## src/rtl/qpsk_pkg.sv

```systemverilog
// Shared QPSK definitions used by the demodulator and the frame synchroniser.
package qpsk_pkg;

  typedef logic [1:0] qpsk_sym_t;

  typedef enum logic [0:0] {
    HUNT    = 1'b0,
    PAYLOAD = 1'b1
  } sync_state_e;

  localparam int          DEFAULT_SYNC_SYMS = 8;
  localparam logic [15:0] DEFAULT_SYNC_WORD = 16'h1ACF;

  // Completes a payload byte from three earlier symbols plus the current one.
  function automatic logic [7:0] pack_byte(input logic [5:0] acc, input qpsk_sym_t sym);
    return {acc, sym};
  endfunction

endpackage

```

## src/rtl/qpsk_frame_sync_if.sv

```systemverilog
// Symbol input and byte output streams of the QPSK frame synchroniser.
interface qpsk_frame_sync_if;
  import qpsk_pkg::*;

  qpsk_sym_t  sym_in;
  logic       sym_valid;
  logic [7:0] byte_out;
  logic       byte_valid;
  logic       byte_ready;

  // master is the frame synchroniser; slave is the demodulator/byte-sink side
  modport master (
    input  sym_in, sym_valid, byte_ready,
    output byte_out, byte_valid
  );

  modport slave (
    output sym_in, sym_valid, byte_ready,
    input  byte_out, byte_valid
  );

endinterface

```

## src/rtl/qpsk_frame_sync_fifo.sv

```systemverilog
// Small synchronous FIFO with show-ahead read data and one-cycle write-to-read latency.
module sync_fifo #(
  parameter int WIDTH = 8,
  parameter int DEPTH = 4
) (
  input  logic                   clk,
  input  logic                   rst,
  input  logic                   wr_en,
  input  logic [WIDTH-1:0]       wr_data,
  input  logic                   rd_en,
  output logic [WIDTH-1:0]       rd_data,
  output logic                   full,
  output logic                   empty,
  output logic [$clog2(DEPTH):0] level
);

  localparam int AW = $clog2(DEPTH);

  logic [WIDTH-1:0] mem_q [DEPTH];
  logic [WIDTH-1:0] mem_d [DEPTH];
  logic [AW-1:0]    wr_ptr_q, wr_ptr_d;
  logic [AW-1:0]    rd_ptr_q, rd_ptr_d;
  logic [AW:0]      level_q, level_d;
  logic             do_wr, do_rd;

  assign full    = (level_q == (AW+1)'(DEPTH));
  assign empty   = (level_q == '0);
  assign level   = level_q;
  assign rd_data = mem_q[rd_ptr_q];

  // A read in the same cycle frees a slot, so a write into a full FIFO still lands.
  always_comb begin
    do_rd    = rd_en & ~empty;
    do_wr    = wr_en & (~full | do_rd);
    mem_d    = mem_q;
    wr_ptr_d = wr_ptr_q;
    rd_ptr_d = rd_ptr_q;
    level_d  = level_q;
    if (do_wr) begin
      mem_d[wr_ptr_q] = wr_data;
      wr_ptr_d        = wr_ptr_q + AW'(1);
    end
    if (do_rd) begin
      rd_ptr_d = rd_ptr_q + AW'(1);
    end
    case ({do_wr, do_rd})
      2'b10:   level_d = level_q + (AW+1)'(1);
      2'b01:   level_d = level_q - (AW+1)'(1);
      default: level_d = level_q;
    endcase
  end

  always_ff @(posedge clk) begin
    if (rst) begin
      for (int i = 0; i < DEPTH; i++) begin
        mem_q[i] <= '0;
      end
      wr_ptr_q <= '0;
      rd_ptr_q <= '0;
      level_q  <= '0;
    end else begin
      mem_q    <= mem_d;
      wr_ptr_q <= wr_ptr_d;
      rd_ptr_q <= rd_ptr_d;
      level_q  <= level_d;
    end
  end

endmodule

```

## src/rtl/qpsk_frame_sync.sv

```systemverilog
// Hunts for the sync word in the demodulated QPSK symbol stream, then packs the
// payload symbols into bytes and queues them for the byte sink.
module qpsk_frame_sync
  import qpsk_pkg::*;
#(
  parameter int                       SYNC_SYMS   = 8,
  parameter logic [2*SYNC_SYMS-1:0]   SYNC_WORD   = DEFAULT_SYNC_WORD,
  parameter int                       PAYLOAD_LEN = 4,
  parameter int                       FIFO_DEPTH  = 4
) (
  input  logic                        clk,
  input  logic                        rst,
  qpsk_frame_sync_if.master           bus,
  output logic                        locked,
  output logic                        frame_start,
  output logic                        frame_end,
  output logic                        overflow,
  output logic [$clog2(FIFO_DEPTH):0] fifo_level
);

  localparam int SW = 2 * SYNC_SYMS;
  localparam int BW = $clog2(PAYLOAD_LEN + 1);
  localparam logic [BW-1:0] LAST_BYTE  = BW'(PAYLOAD_LEN - 1);
  localparam logic [0:0]    ST_HUNT    = 1'(HUNT);
  localparam logic [0:0]    ST_PAYLOAD = 1'(PAYLOAD);

  logic [0:0]    state_q, state_d;
  logic [SW-1:0] sync_sr_q, sync_sr_d;
  logic [1:0]    sym_cnt_q, sym_cnt_d;
  logic [5:0]    acc_q, acc_d;
  logic [BW-1:0] byte_cnt_q, byte_cnt_d;
  logic          overflow_q, overflow_d;

  logic          push;
  logic [7:0]    push_data;
  logic          pop;
  logic          fifo_full;
  logic          fifo_empty;
  logic [7:0]    fifo_head;

  assign bus.byte_valid = ~fifo_empty;
  assign bus.byte_out   = fifo_head;
  assign pop            = ~fifo_empty & bus.byte_ready;
  assign locked         = (state_q == ST_PAYLOAD);
  assign overflow       = overflow_q;

  // Only valid symbols advance anything; the final symbol of a frame forces a
  // fresh hunt from a cleared shift register.
  always_comb begin
    state_d     = state_q;
    sync_sr_d   = sync_sr_q;
    sym_cnt_d   = sym_cnt_q;
    acc_d       = acc_q;
    byte_cnt_d  = byte_cnt_q;
    frame_start = 1'b0;
    frame_end   = 1'b0;
    push        = 1'b0;
    push_data   = '0;
    if (bus.sym_valid && !rst) begin
      if (state_q == ST_HUNT) begin
        sync_sr_d = {sync_sr_q[SW-3:0], bus.sym_in};
        if (sync_sr_d == SYNC_WORD) begin
          state_d     = ST_PAYLOAD;
          frame_start = 1'b1;
        end
      end else begin
        if (sym_cnt_q == 2'd3) begin
          push      = 1'b1;
          push_data = pack_byte(acc_q, bus.sym_in);
          acc_d     = '0;
          sym_cnt_d = '0;
          if (byte_cnt_q == LAST_BYTE) begin
            frame_end  = 1'b1;
            state_d    = ST_HUNT;
            sync_sr_d  = '0;
            byte_cnt_d = '0;
          end else begin
            byte_cnt_d = byte_cnt_q + BW'(1);
          end
        end else begin
          acc_d     = {acc_q[3:0], bus.sym_in};
          sym_cnt_d = sym_cnt_q + 2'd1;
        end
      end
    end
  end

  always_comb begin
    overflow_d = overflow_q | (push & fifo_full & ~pop);
  end

  always_ff @(posedge clk) begin
    if (rst) begin
      state_q    <= ST_HUNT;
      sync_sr_q  <= '0;
      sym_cnt_q  <= '0;
      acc_q      <= '0;
      byte_cnt_q <= '0;
      overflow_q <= 1'b0;
    end else begin
      state_q    <= state_d;
      sync_sr_q  <= sync_sr_d;
      sym_cnt_q  <= sym_cnt_d;
      acc_q      <= acc_d;
      byte_cnt_q <= byte_cnt_d;
      overflow_q <= overflow_d;
    end
  end

  sync_fifo #(
    .WIDTH (8),
    .DEPTH (FIFO_DEPTH)
  ) u_fifo (
    .clk     (clk),
    .rst     (rst),
    .wr_en   (push),
    .wr_data (push_data),
    .rd_en   (pop),
    .rd_data (fifo_head),
    .full    (fifo_full),
    .empty   (fifo_empty),
    .level   (fifo_level)
  );

endmodule
```

## src/flat_wrapper.sv

```systemverilog
// flat-port wrapper written by rule: the top's interface ports become plain ports
module qpsk_frame_sync_flat import qpsk_pkg::*;
#(
  parameter int                       SYNC_SYMS   = 8,
  parameter logic [2*SYNC_SYMS-1:0]   SYNC_WORD   = DEFAULT_SYNC_WORD,
  parameter int                       PAYLOAD_LEN = 4,
  parameter int                       FIFO_DEPTH  = 4
)
  (clk, rst, locked, frame_start, frame_end, overflow, fifo_level, bus_sym_in, bus_sym_valid, bus_byte_ready, bus_byte_out, bus_byte_valid);
  qpsk_frame_sync_if bus_i ();
  input  logic clk;
  input  logic rst;
  output logic locked;
  output logic frame_start;
  output logic frame_end;
  output logic overflow;
  output logic [$clog2(FIFO_DEPTH):0] fifo_level;
  input wire logic [$bits(bus_i.sym_in)-1:0] bus_sym_in;
  input wire logic [$bits(bus_i.sym_valid)-1:0] bus_sym_valid;
  input wire logic [$bits(bus_i.byte_ready)-1:0] bus_byte_ready;
  output wire logic [$bits(bus_i.byte_out)-1:0] bus_byte_out;
  output wire logic [$bits(bus_i.byte_valid)-1:0] bus_byte_valid;
  assign bus_i.sym_in = bus_sym_in;
  assign bus_i.sym_valid = bus_sym_valid;
  assign bus_i.byte_ready = bus_byte_ready;
  assign bus_byte_out = bus_i.byte_out;
  assign bus_byte_valid = bus_i.byte_valid;
  qpsk_frame_sync #(.SYNC_SYMS(SYNC_SYMS), .SYNC_WORD(SYNC_WORD), .PAYLOAD_LEN(PAYLOAD_LEN), .FIFO_DEPTH(FIFO_DEPTH)) u_core (.clk(clk), .rst(rst), .bus(bus_i), .locked(locked), .frame_start(frame_start), .frame_end(frame_end), .overflow(overflow), .fifo_level(fifo_level));
endmodule
```

## config.mk

```make
export PLATFORM = sky130hd
export DESIGN_NAME = qpsk_frame_sync_flat
export DESIGN_NICKNAME = d
export VERILOG_FILES = /design/src/rtl/qpsk_pkg.sv /design/src/rtl/qpsk_frame_sync_if.sv /design/src/rtl/qpsk_frame_sync_fifo.sv /design/src/rtl/qpsk_frame_sync.sv /design/src/flat_wrapper.sv
export SDC_FILE = /design/constraint.sdc
export NUM_CORES = 1
export LEC_CHECK = 0
export ABC_AREA = 1
export CAP_MARGIN = 20
export CORE_ASPECT_RATIO = 1.5
export CORE_MARGIN = 4
export CORE_UTILIZATION = 52
export DETAILED_ROUTE_END_ITERATION = 6
export DONT_BUFFER_PORTS = 1
export GPL_TIMING_DRIVEN = 0
export PLACE_DENSITY_LB_ADDON = 0.3
export SLEW_MARGIN = 0
export SYNTH_ARGS = -nofsm -noshare
export SYNTH_HDL_FRONTEND = slang
export SYNTH_SLANG_ARGS = --single-unit
export TNS_END_PERCENT = 100
```

## constraint.sdc

```tcl
create_clock -name clk -period 1.7 [get_ports clk]
set_input_delay 0.255 -clock clk [delete_from_list [all_inputs] [get_ports clk]]
set_output_delay 0.255 -clock clk [all_outputs]
set_load 0.01 [all_outputs]
```

; ---- Word level (Yosys, flattened, before mapping)
; Index checks and enable logic that the tools add are counted.
[totals]
reg_bits = 66
inputBits = 6
output_inout_bits = 16
[op_classes]
n_addsub = 6
magnitude_cmp = 3
n_eq_ne = 8
mux = 29
bitwise = 12
n_reduce_logical = 8
[ops]
columns = cell, count
row1 = two-way mux 8 bit, 6
row2 = two-way mux 14 bit, 3
row3 = bitwise mux 32 bit, 1
row4 = binary-select mux 8 bit (select 2 bit), 1
row5 = demux 8 bit (select 2 bit), 1
row6 = equality test 16 x 13 -> 1 bit (second input constant), 1
row7 = two-way mux 1 bit, 13
row8 = adder 2 x 1 -> 2 bit (second input constant), 3
row9 = adder 3 x 1 -> 3 bit (second input constant), 2
row10 = >= comparator 3 bit (second input constant), 2
row11 = two-way mux 6 bit, 1
row12 = inverter 2 -> 3 bit, 2
row13 = one-hot mux 3 bit (2 select lines), 1
row14 = AND reduction 3 bit, 2
row15 = bitwise AND 1 bit, 5
row16 = equality test 2 bit (second input constant), 2
row17 = inequality test 2 bit (second input constant), 2
row18 = equality test 3 x 2 -> 1 bit (second input constant), 1
row19 = equality test 3 bit (second input constant), 1
row20 = zero test 3 bit, 1
row21 = < comparator 3 x 1 -> 1 bit (second input constant), 1
row22 = two-way mux 3 bit, 1
row23 = inverter 1 bit, 3
row24 = subtractor 3 x 1 -> 3 bit (second input constant), 1
row25 = other kinds (7), 9

; ---- Logic depth before layout (Yosys ltp)
[depth]
ltp_word = 8
depth_mapped = 12

; ---- By module
; Synthesis repeated with hierarchy kept, for this count alone.
[unflattened]
hier_cells = 521
area_unflattened_um2 = 3452.1
[modules_own_cells]
columns = module, instances, cells_per_inst, area_per_inst_um2, seq_area_each_um2
row1 = sync_fifo, 1, 352, 2214.6, 780.7
row2 = qpsk_frame_sync, 1, 169, 1237.4, 540.5

; ---- Worst setup path after synthesis
; OpenSTA, ideal clock, no wires.
[synth_timing]
path_type = register to register
from = reg u_core.sym_cnt_q[0]
to = reg u_core.u_fifo.level_q[2] (netlist: u_core.u_fifo.level[2])
setup_ps = 115
t_arrival_ps = 1688
required_ps = 1585
setup_slack_ps = -103
path_stages_with_launch = 12
path_buffers = 1
period_less_slack_ps = 1803
path_cell_list = dfxtp_1 > ha_1 > buf_4 > nand2_2 > nor2_8 > inv_4 > nand2_4 > fa_1 > inv_1 > nand4_1 > a21oi_1 > nor2_1
[synth_between]
elab_chain_cells = 7
word_cells_on_any_way = 9
classes_between = 3 x eq/ne / 4 x mux / 1 x bitwise / 1 x reduce/logical
[synth_rtl]
columns = element, line_no
row1 = start: declaration, qpsk_frame_sync.sv:29  ; logic [1:0] sym_cnt_q, sym_cnt_d;
row2 = start signal: assignment, qpsk_frame_sync.sv:103  ; sym_cnt_q <= sym_cnt_d;
row3 = equality test 2 bit *, qpsk_frame_sync.sv:67  ; if (sym_cnt_q == 2'd3) begin
row4 = two-way mux 1 bit *, qpsk_frame_sync.sv:67
row5 = two-way mux 1 bit *, qpsk_frame_sync.sv:60  ; if (state_q == ST_HUNT) begin
row6 = two-way mux 1 bit *, qpsk_frame_sync.sv:59  ; if (bus.sym_valid && !rst) begin
row7 = bitwise AND 1 bit *, qpsk_frame_sync_fifo.sv:34  ; do_wr = wr_en & (~full | do_rd);
row8 = equality test 2 x 1 -> 1 bit or equality test 2 bit (tied branches), qpsk_frame_sync_fifo.sv:46  ; case ({do_wr, do_rd})
row9 = one-hot mux 3 bit (2 select lines) or nonzero test 2 bit (tied branches), -
row10 = end signal: assignment, qpsk_frame_sync_fifo.sv:65  ; level_q <= level_d;
row11 = end: declaration, qpsk_frame_sync_fifo.sv:23  ; logic [AW:0] level_q, level_d;
; Mark *: on every way between the ends. The rest lies on a longest branch, timed or not.
; A chain may end at the register's enable or synchronous reset.

; ---- Worst setup path in the final report
; Same ends and word-level chain as after synthesis.

==> impl_summary.log <==
[metrics] run status: finished, final reports clean
[metrics] switching power share of the total: 0.2957
[metrics] end of the worst hold path: u_core.sync_sr_q[1]$_SDFFE_PP0P_
[metrics] clock latency on the worst-skew pair: 340 ps
[metrics] io pins: 22
[metrics] startpoint of the tightest hold check path: bus_sym_in[1]
[metrics] pin count of the biggest net entering global routing: 11
[metrics] maximum clock rate: 0.6135 GHz
[metrics] Max FO, Critical Path: 5
[metrics] P_sw: 1113 uW
[metrics] maximum count of clock buffers along a single path: 2
[metrics] total negative slack for setup checks: 0 ps
[metrics] Final Max Slew Viols: 0
[metrics] slew margin rel.: 0.6968
[metrics] total grt overflow: 0
[metrics] total routing resource utilization after global routing: 0.2119
[metrics] Post-Syn Nets: 407
[metrics] Initial DRC Count: 179
[metrics] Hold WC Path Type: in -> reg
[metrics] mean area per synthesized cell: 7.691 um2
[metrics] Die X: 70.33 um
[metrics] initial core utilization: 0.5437
[metrics] Area growth syn-to-layout: 19.16%
[metrics] LEAKAGE: 0.001319 uW
[metrics] worst path required time: 1970 ps
[metrics] drt drc: 0
[metrics] ant diodes: 0
[metrics] Setup crit start kind: flop
[metrics] number of fill cells: 500
[metrics] net count of the finished layout: 428
[metrics] number of enable-type register cells in the synthesized netlist: 0
[metrics] Worst Setup End Kind: flop
[metrics] final WL: 7.190 mm
[metrics] PD cells: 1043 mW/mm2
[metrics] endpoint arrival time on the critical path: 1900 ps
[metrics] Die Area: 0.007138 mm2
[metrics] RSZ-0062 raised after global routing: yes
[metrics] proportion of layout cells with a drive suffix above 1: 0.2267
[metrics] slew at the pin with the worst max-slew slack: 454.9 ps
[metrics] number of hold violations in the final report: 0
[metrics] cts bufs inserted: 9
[metrics] worst voltage drop across the vdd grid: 0.8841 mV
[metrics] post-CTS clock slew at the launch and capture registers of the worst setup and hold paths: 70 ps
[metrics] Setup WS pre-CTS: -136.8 ps
[metrics] global-route wire length before repair: 11.85 mm
[metrics] post-detailed-placement half-perimeter wirelength: 4.809 mm
[metrics] count of unique library cells instantiated by Yosys: 30
[metrics] clk sinks: 66
[metrics] # hold bufs at CTS: 0
[metrics] sequential group share of total power: 0.440
[metrics] share of the clock period used by the worst path: 0.9588
[metrics] smallest setup slack after layout: 69.98 ps
[metrics] placer congestion estimate: 0.8506
[metrics] clk_skew: 7.491 ps
[metrics] number of search-and-repair iterations in the first detailed-routing pass: 4
[metrics] total vias in the final route: 2674
[metrics] number of warnings issued by yosys: 0
[metrics] Crit Reg-Reg Endpoint: u_core.u_fifo.level[2]$_SDFFE_PP0P_
[metrics] Register Area: 0.001340 mm2
[metrics] area of the multi-input gates: 0.001501 mm2
[metrics] CORE AREA: 0.005574 mm2
[metrics] flip-flop and latch count after synthesis: 66
[metrics] Cell Int Power: 2652 uW
[metrics] DRT antenna net count: 0
[metrics] TritonCTS clock tree: built
[metrics] htree depth: 3
[metrics] max-capacitance violation count: 0
[metrics] gate count after technology mapping: 394
[metrics] Crit Reg-Reg Startpoint: u_core.sym_cnt_q[0]$_SDFFE_PP0P_
[metrics] initial antenna violation count: 0
[metrics] worst-case register-to-register setup slack: 70 ps
[metrics] type of the worst setup path: reg -> reg
[metrics] combinational cell fraction of total power: 0.201
[metrics] sequential element share of the synthesized area: 0.4360
[metrics] clock root buffer master: clkbuf_8
[metrics] average wire length per cell after detail routing: 14.70 um
[metrics] number of cell rows: 33
[metrics] number of port buffers: 0
[metrics] vias in the first global route: 2502
[metrics] minimum clock period: 1630 ps
[metrics] leading register cell type out of synthesis: dfxtp_1
[metrics] via/cell ratio: 5.468
[metrics] Worst Hold Path Cells: 2
[metrics] area of the mapped netlist: 0.003030 mm2
[metrics] R2R cell count: 11
[metrics] fraction of registers with async set/reset: 0
[metrics] Setup violations, final: 0
[metrics] height of the die: 101.5 um
[metrics] share of total power in the clock network: 0.359
worst max-delay path, cell delays in order (launching register included):
cell	delay (ps)
dfxtp_4	360
ha_4	180
nand2_4	80
nor2_8	40
inv_4	60
nand2_4	50
fa_2	370
inv_2	50
nand4_1	110
nand3_1	110
nand2_1	50
nor2_1	90
metal layers:
metal	up-vias	GRT usage	wire length, um
li1	1351	-	-
met1	1257	0.2256	2728
met2	55	0.3824	4022
met3	11	0.06356	309
met4	0	0.09587	129
met5	-	0	0
kinds of logic after synthesis:
kind of cell             synth area share
adder cells (fa/ha/maj)           0.03138
AND/OR/NAND/NOR                    0.1883
flip-flops                         0.4360
AO/OA/AOI/OAI                      0.2238
buffers and inverters              0.1206
metrics by stage:
stage | util | std cells | total power (uW) | cell area [um2] | hold WS [ps]
5_1_grt | 0.6478 | 489 | 3954 | 3611 | 59.22
3_3_place_gp | 0.5625 | 464 | 2258 | 3136 | 423.3
4_1_cts | 0.6171 | 482 | 3699 | 3440 | 61.55
3_5_place_dp | 0.5625 | 464 | 2278 | 3136 | 434.0
6_report | 0.6478 | 489 | 3766 | 3611 | 75.57
2_1_floorplan | - | 394 | 2148 | 3048 | 418.6
repair_timing:
action / CTS / global route
buffers inserted: 3 / 8
resized for setup: 29 / 34
setup endpoints to repair: 12 / 32
pin swaps: 3 / 9
placed cells by master, fill, tap and decap left out, types with 2 or more instances in the layout:
cell | Yosys | final
dfxtp_2 | 0 | 6
a21oi_2 | 1 | 12
a21oi_4 | 0 | 2
o21ai_2 | 1 | 3
inv_2 | 2 | 4
nand2_4 | 2 | 3
nor3_2 | 0 | 3
dfxtp_4 | 0 | 3
ha_1 | 6 | 5
o31ai_1 | 5 | 5
nor3_1 | 6 | 2
buf_2 | 6 | 3
clkbuf_8 | 0 | 12
inv_4 | 2 | 3
a21oi_1 | 77 | 64
nand3_4 | 5 | 5
nor2_1 | 16 | 14
dfxtp_1 | 66 | 57
buf_6 | 5 | 7
nor2_2 | 2 | 2
nand2_1 | 43 | 42
o21ai_0 | 38 | 35
nand3_1 | 27 | 27
clkbuf_1 | 6 | 6
o21ai_1 | 8 | 7
buf_4 | 2 | 13
nand4_1 | 3 | 3
o21ai_4 | 0 | 2
nor2_4 | 0 | 2
inv_1 | 58 | 55
registers in the layout, summed over array words and instances (netlist names):
name,count
u_core.byte_cnt_q,3
u_core.u_fifo.rd_ptr_q,2
u_core.u_fifo.mem_q,32
u_core.u_fifo.wr_ptr_q,2
u_core.u_fifo.level,3
u_core.sym_cnt_q,2
u_core.sync_sr_q,14
u_core.locked,1
u_core.overflow,1
u_core.acc_q,6
power by group through the flow:
stage	logic (uW)	registers, uW	clock network [uW]
2_1_floorplan	475	1670	0
3_3_place_gp	578	1680	0
3_5_place_dp	597	1680	0
4_1_cts	670	1650	1380
5_1_grt	833	1660	1460
6_report	757	1660	1350
area by class of cell:
type	instances	area share
clock inverter	2	0.009702
buffer	19	0.04297
tap	70	0.02426
timing repair buffer	11	0.02287
multi-input combinational	246	0.4158
inverter	62	0.06653
sequential	66	0.3711
clock buffer	13	0.04678
how the worst max path moves through the flow:
stage                                                start                                   to  slack (ps)  cells after the start
final                     u_core.sym_cnt_q[0]$_SDFFE_PP0P_  u_core.u_fifo.level[2]$_SDFFE_PP0P_          70                     11
after floorplan           u_core.sym_cnt_q[0]$_SDFFE_PP0P_  u_core.u_fifo.level[2]$_SDFFE_PP0P_           4                     11
after global routing      u_core.sym_cnt_q[0]$_SDFFE_PP0P_  u_core.u_fifo.level[2]$_SDFFE_PP0P_         -60                     11
after detailed placement  u_core.sym_cnt_q[0]$_SDFFE_PP0P_  u_core.u_fifo.level[1]$_SDFFE_PP0P_        -140                     10
after CTS                 u_core.sym_cnt_q[0]$_SDFFE_PP0P_  u_core.u_fifo.level[2]$_SDFFE_PP0P_           8                     11
after global placement    u_core.sym_cnt_q[0]$_SDFFE_PP0P_  u_core.u_fifo.level[1]$_SDFFE_PP0P_        -100                     10
synthesized netlist by cell type (all sizes together) (3+ instances only):
master	number	share of area
a21oi	78	0.13
buf	14	0.035
clkbuf	6	0.0074
dfxtp	66	0.44
ha	6	0.025
inv	62	0.078
nand2	46	0.063
nand3	33	0.077
nand4	3	0.0062
nor2	19	0.031
nor3	6	0.0099
o21ai	47	0.079
o31ai	5	0.012
No activity file was read; power rests on OpenSTA's default activity.
